==> config.mk <==
export PLATFORM = sky130hd
export DESIGN_NAME = maxpool_window_ctrl
export DESIGN_NICKNAME = d
export VERILOG_FILES = /design/src/rtl/maxpool_window_ctrl.sv
export SDC_FILE = /design/constraint.sdc
export NUM_CORES = 1
export LEC_CHECK = 0
export BUFFER_PORTS_ARGS = -buffer_cell sky130_fd_sc_hd__buf_2
export CAP_MARGIN = 40
export CORE_AREA = 2 2 96 98
export CTS_CLUSTER_DIAMETER = 30
export DETAILED_ROUTE_END_ITERATION = 10
export DIE_AREA = 0 0 98 100
export HOLD_SLACK_MARGIN = 0.02
export PLACE_DENSITY = 0.73
export SYNTH_ARGS = -nofsm -noshare
export SYNTH_HDL_FRONTEND = slang
export SYNTH_SLANG_ARGS = --single-unit
==> constraint.sdc <==
create_clock -name clk -period 2.5 [get_ports clk]
set_input_delay 0.375 -clock clk [delete_from_list [all_inputs] [get_ports clk]]
set_output_delay 0.375 -clock clk [all_outputs]
set_load 0.05 [all_outputs]
==> src/rtl/maxpool_window_ctrl.sv <==
// Streaming max-pool reducer: folds each WINDOW_SIZE group of float32 elements into one maximum.
// Optional fused ReLU on the emitted result when MAXPOOL_RELU_EN is defined.

module floatComp #(
  parameter int WIDTH = 32
) (
  input  logic [WIDTH-1:0] a,
  input  logic [WIDTH-1:0] b,
  output logic [WIDTH-1:0] max_val
);

  logic b_greater;

  // Sign-magnitude ordering: +0 beats -0, and equal patterns keep a (earlier element wins).
  always_comb begin
    b_greater = 1'b0;
    if (a[WIDTH-1] != b[WIDTH-1])
      b_greater = a[WIDTH-1];
    else if (!a[WIDTH-1])
      b_greater = (b[WIDTH-2:0] > a[WIDTH-2:0]);
    else
      b_greater = (b[WIDTH-2:0] < a[WIDTH-2:0]);
  end

  assign max_val = b_greater ? b : a;

endmodule

module maxpool_window_ctrl #(
  parameter int DATA_BITS   = 32,
  parameter int WINDOW_SIZE = 4,
  parameter int CNT_BITS    = $clog2(WINDOW_SIZE)
) (
  input  logic                 clk,
  input  logic                 reset,
  input  logic                 clear,
  input  logic                 in_valid,
  output logic                 in_ready,
  input  logic [DATA_BITS-1:0] in_data,
  output logic                 out_valid,
  input  logic                 out_ready,
  output logic [DATA_BITS-1:0] out_data,
  output logic [CNT_BITS-1:0]  win_cnt
);

  typedef enum logic {
    ACC  = 1'b0,
    HOLD = 1'b1
  } state_t;

  localparam logic [CNT_BITS-1:0] LAST_IDX = CNT_BITS'(WINDOW_SIZE - 1);

  state_t               state;
  logic [DATA_BITS-1:0] run_max;
  logic [DATA_BITS-1:0] cmp_max;
  logic [DATA_BITS-1:0] next_max;
  logic [DATA_BITS-1:0] result;
  logic                 accept;

  floatComp #(.WIDTH(DATA_BITS)) u_cmp (
    .a       (run_max),
    .b       (in_data),
    .max_val (cmp_max)
  );

  assign in_ready = !clear && (state == ACC || out_ready);
  assign accept   = in_valid && in_ready;

  // The first element of a window seeds the running max without a comparison.
  assign next_max = (win_cnt == '0) ? in_data : cmp_max;

`ifdef MAXPOOL_RELU_EN
  assign result = next_max[DATA_BITS-1] ? '0 : next_max;
`else
  assign result = next_max;
`endif

  always_ff @(posedge clk) begin
    if (reset) begin
      state     <= ACC;
      win_cnt   <= '0;
      out_valid <= 1'b0;
      out_data  <= '0;
      run_max   <= '0;
    end else if (clear) begin
      state     <= ACC;
      win_cnt   <= '0;
      out_valid <= 1'b0;
      run_max   <= '0;
    end else begin
      if (state == HOLD && out_ready) begin
        out_valid <= 1'b0;
        state     <= ACC;
      end
      // An element accepted while leaving HOLD starts the next window at win_cnt 0.
      if (accept) begin
        run_max <= next_max;
        if (win_cnt == LAST_IDX) begin
          out_data  <= result;
          out_valid <= 1'b1;
          state     <= HOLD;
          win_cnt   <= '0;
        end else begin
          win_cnt <= win_cnt + CNT_BITS'(1);
        end
      end
    end
  end

endmodule
-- Word level (Yosys, flattened, before mapping)
Index checks and enable logic that the tools add are counted.
- register bits after elaboration: 68
- latch bits: 0
- memory bits (writable): 0
- bits in read-only memories: 0
- input bits: 37
- output and inout port bits: 36
- logic and storage cells: 31
- memories kept: 0
- $add $sub $neg: 1
- multipliers: 0
- div/mod/pow operators: 0
- $lt $le $gt $ge: 2
- equality and inequality tests: 2
- shift operators: 0
- multiplexer cells: 11
- bitwise logic cells: 2
- reduce and logical (&&, ||, !) cells: 8
- operators by type and width (kind ; number):
    $mux 32 ; 2
    $gt 31x31->1 ; 1
    $lt 31x31->1 ; 1
    $mux 1 ; 8
    $logic_and 1x1->1 ; 3
    $reduce_and 3->1 ; 1
    $add 2x1->2 const B ; 1
    $eq 2x2->1 const B ; 1
    $logic_not 2->1 ; 1
    $mux 2 ; 1
    $not 1->1 ; 2
    $reduce_or 2->1 ; 1
    $logic_not 1->1 ; 1
    $logic_or 1x1->1 ; 1
    $ne 1x1->1 ; 1

-- Longest topological paths before layout
- depth after elaboration: 5
- gate-level depth with buffers: 11
- depth with buffers taken out: 9

-- Cells and area by module
From an unflattened synthesis, not the netlist that was laid out.
- cell total of the unflattened synthesis: 509
- area total of the unflattened synthesis: 4870.9 um^2
- modules (own cells, without submodules) (module ; instances ; cells an instance ; area each (um^2) ; seq. area each (um^2)):
    maxpool_window_ctrl ; 1 ; 289 ; 3054.2 ; 1361.3
    floatComp ; 1 ; 220 ; 1816.7 ; 0.0

-- Worst setup path after synthesis
OpenSTA, ideal clock, no wires.
- path kind: input to register
- from: in in_data[29]
- to: reg run_max[10]
- arrival: 2.382 ns
- required time: 2.368 ns
- slack: -0.014 ns
- stages: 10
- path buffers: 2
- cells stage by stage: ha_1 -> nand4_1 -> nor4_2 -> and3_1 -> a311oi_1 -> or4_1 -> buf_2 -> buf_2 -> nand4_1 -> a21oi_1
- longest elaborated chain between the ends: 5
- elaborated cells between the ends (all ways): 6
- classes of those cells: order compare: 2; mux: 4
- ends and longest elaborated chain (what ; line ; source):
    from (decl) ; 39 ; input logic [DATA_BITS-1:0] in_data,
    $gt 31x31->1 or $lt 31x31->1 (tied branches) ; 20, 22 ;
    $mux 1 * ; 19 ; else if (!a[WIDTH-1])
    $mux 1 * ; 17 ; if (a[WIDTH-1] != b[WIDTH-1])
    $mux 32 * ; 25 ; assign max_val = b_greater ? b : a;
    $mux 32 * ; 70 ; assign next_max = (win_cnt == '0) ? in_data : cmp_max;
    to (signal assigned) ; 97 ; run_max <= next_max;
    to (decl) ; 54 ; logic [DATA_BITS-1:0] run_max;
Every way passes the cells marked *; elsewhere a longest branch is shown, timed or not.
A chain may end at the register's enable or synchronous reset.

-- Worst setup path in the final report
- from: reg run_max[26]
- to: reg run_max[30]
- longest elaborated chain between the ends: 5
- elaborated cells between the ends (all ways): 6
- classes of those cells: order compare: 2; mux: 4
- ends and longest elaborated chain (what ; line):
    $gt 31x31->1 or $lt 31x31->1 (tied branches) ; 20, 22
    $mux 1 * ; 19
    $mux 1 * ; 17
    $mux 32 * ; 25
    $mux 32 * ; 70
Marks and branches as above.

==> summary.txt <==
Run status
  – Status: complete, but fails checks
  – Failing checks: negative setup slack

Floorplanning
  – Die Ht: 100 um
  – Initial Util: 43.6%
  – Core area: 0.00889 mm^2
  – Die width: 98 um
  – Rows: 35
  – Full die area: 0.00980 mm^2
  – Io pins: 73

Timing
  – Crit path time final: 2960 ps
  – Hold_ws: 292 ps
  – Max Clk Rate: 338 MHz
  – Final setup margin: -461 ps
  – Post-route clock period utilization: 118%
  – Final hold vios: 0
  – Worst Max-Slew Pin Slew: 841 ps
  – RSZ-0062 raised after global routing: yes
  – Setup skew after layout: 12.6 ps
  – Final slew viol count: 0
  – Setup-failing EPs final: 62
  – Slew headroom: 43.9%
  – Total negative slack: -24040 ps

Worst hold path
  – Worst Hold End: run_max[8]$_SDFFE_PP0P_
  – Hold Startpoint: in_data[8]
  – Hold crit path type: input pin to flop
  – Hold path depth: 3

Clock network
  – TritonCTS clock tree: done
  – Clock slew at reported path FFs: 80 ps
  – H-tree depth: 3
  – Hold Buf Count CTS: 0
  – CTS root buf: clkbuf_8
  – Clk buf depth: 2
  – Worst-Skew Late Latency: 360 ps
  – Number of buffers created by CTS: 9
  – Clock Sinks: 68

Logic synthesis
  – Dominant cells by area after synthesis: dfxtp_1, ha_1, a311oi_1
  – Ys flop type: dfxtp_1
  – Post-synth cell types: 34
  – Synth async-reset ratio: 0%
  – Yosys top cell by area: dfxtp_1
  – Top cell type's share of synthesized area: 35.1%
  – Avg Cell Area, Syn: 8.09 um^2
  – Yosys warns: 0
  – Post-synth EDFFs: 0
  – #FFs+latches synth: 68
  – Syn nets: 550
  – Seq/Total Area, Yosys: 35.1%
  – Syn Inst Count: 479
  – Synth Cell Area: 0.00387 mm^2

Layout
  – Ant diodes: 0
  – Final net count: 681
  – Finished Layout Cells: 725
  – Share of cells above drive strength 1: 44.6%
  – Area growth, synth to finish: 49.7%

Placement
  – Placed Cells: 690
  – Detail Placement HPWL: 7450 um
  – Gpl congestion: 0.828
  – Port bufs: 72

Setup path
  – Cell depth of the worst flop-to-flop path: 14
  – Buf+Inv Stages, Crit Path: 6
  – Largest delay share family, worst path: buffers and inverters
  – Critical path class: flop to flop
  – Arrival @ worst endpoint: 3170 ps
  – Worst path max stage delay: 370 ps
  – Critical Path Sink Type: flop
  – CP cell instances: inv_2, ha_4, nand4_1, nor4_4, buf_4, nand2b_4, a211oi_2, buf_4, nor4_4, buf_4, buf_6, buf_16, o31ai_1, a21oi_1
  – Worst r2r dst: run_max[30]$_SDFFE_PP0P_
  – RR Startpoint: run_max[26]$_SDFFE_PP0P_
  – CP dominant cell by count: buf_4
  – Critical Path Source Type: flop
  – Critical-path maximum fanout: 8
  – R2R Setup Slk: -460 ps
  – Slowest-stage cell, CP: nor4_4
  – Worst EP required: 2700 ps

Detailed routing
  – Met2 wire length: 6870 um
  – Wire length on met3: 1150 um
  – Via count of the routed design: 4662
  – ANT nets after route: 0
  – DR pass1 iterations: 8
  – WL final: 14400 um
  – DR WL/cell: 19.9 um
  – Highest routed layer: met4
  – DR vias/cell: 6.43
  – Residual DRC: 0
  – DR iter-0 viols: 502
  – Wire length on met1: 5560 um

Global route
  – Vias in the first global route: 4413
  – Initial antenna violation count: 0
  – Largest net degree at the start of global routing: 37
  – Global-route wire length before repair: 20600 um
  – Gr usage total: 25.9%
  – Total gr overflow: 0

Run
  – Max Cap Violations: 0

Power
  – Power Dens Cells: 402 mW/mm^2
  – Max VDD drop: 0.238 mV
  – Pwr Total: 2.33 mW
  – Pleak: 2.21 nW
through the flow:
| stage | setup WS [ps] | instance area (um^2) | utilization (%) |
|---|---|---|---|
| after floorplan | 22.8 | 3870 | - |
| final | -461 | 5800 | 65.2 |
| after global placement | -417 | 4810 | 54.1 |
| after detailed placement | -493 | 4810 | 54.1 |
| after global routing | -551 | 5800 | 65.2 |
| after CTS | -284 | 5400 | 60.7 |
layout by cell type (no fill, tap or decap), drive strengths merged, types with 3 or more instances in the layout:
master / instances
nand4: 37
a311oi: 32
ha: 34
clkinv: 3
nand2b: 3
o21ai: 37
a21oi: 48
clkbuf: 13
nor2: 38
o31ai: 32
nor3: 3
a211oi: 4
buf: 166
inv: 33
nand2: 13
dfxtp: 68
nand3: 34
sequential cells by signal, summed over array words and instances, names as in the netlist:
name and count:
run_max 32, out_data 32, win_cnt 2, state 1, out_valid 1
worst register-to-register path: stages (launching register included):
cell and delay [ps]:
dfxtp_2 360, inv_2 60, ha_4 260, nand4_1 190, nor4_4 370, buf_4 180, nand2b_4 70, a211oi_2 300
buf_4 190, nor4_4 40, buf_4 180, buf_6 130, buf_16 140, o31ai_1 220, a21oi_1 120
logic make-up after synthesis:
logic type / after synthesis / share of synthesized area (%)
buf+inv: 80 / 8.88
compound gates: 157 / 26.1
mux: 1 / 0.258
fa+ha+maj: 34 / 11.0
simple gates: 139 / 18.6
flops: 68 / 35.1
area by class of cell:
class | count | area (um^2)
fill | 681 | 3090
multi-input combinational | 331 | 2710
tap | 111 | 139
inverter | 33 | 124
sequential | 68 | 1380
timing repair buffer | 167 | 1300
clock buffer | 12 | 135
clock inverter | 3 | 15.0
where the power goes:
part / internal, mW / total [mW] / leakage (nW) / switching, mW
Sequential: 1.10 / 1.11 / 0.555 / 0.00979
Combinational: 0.192 / 0.437 / 1.58 / 0.245
Clock: 0.351 / 0.790 / 0.0800 / 0.439
routing by layer:
layer,GRT usage (%),vias up
met5,0,-
met3,4.53,100
met4,13.7,0
met2,43.4,299
li1,-,2064
met1,31.9,2199
how the worst max path moves through the flow:
stage | from | to | cells past startpoint
2_1_floorplan | in_data[29] | run_max[10]$_SDFFE_PP0P_ | 10
3_3_place_gp | in_data[26] | out_data[24]$_SDFFE_PP0P_ | 10
3_5_place_dp | in_data[26] | run_max[15]$_SDFFE_PP0P_ | 10
4_1_cts | run_max[28]$_SDFFE_PP0P_ | out_data[1]$_SDFFE_PP0P_ | 15
5_1_grt | run_max[26]$_SDFFE_PP0P_ | run_max[17]$_SDFFE_PP0P_ | 14
6_report | run_max[26]$_SDFFE_PP0P_ | run_max[30]$_SDFFE_PP0P_ | 14
timing repair:
item	in CTS	in global routing
resized for setup	61	59
buffers inserted	10	6
cloned	4	1
setup endpoints to repair	62	62
pin swaps	61	33
Yosys cell counts, types with 6 or more instances:
cell      number
o21ai_0        6
a311oi_1      32
nor2_1        38
clkbuf_1      31
o21ai_1       31
dfxtp_1       68
inv_1         33
ha_1          34
a21oi_1       48
nand3_1       34
buf_2          8
o31ai_1       32
nand2_1       13
nand4_1       37
No activity file was read; power rests on OpenSTA's default activity.
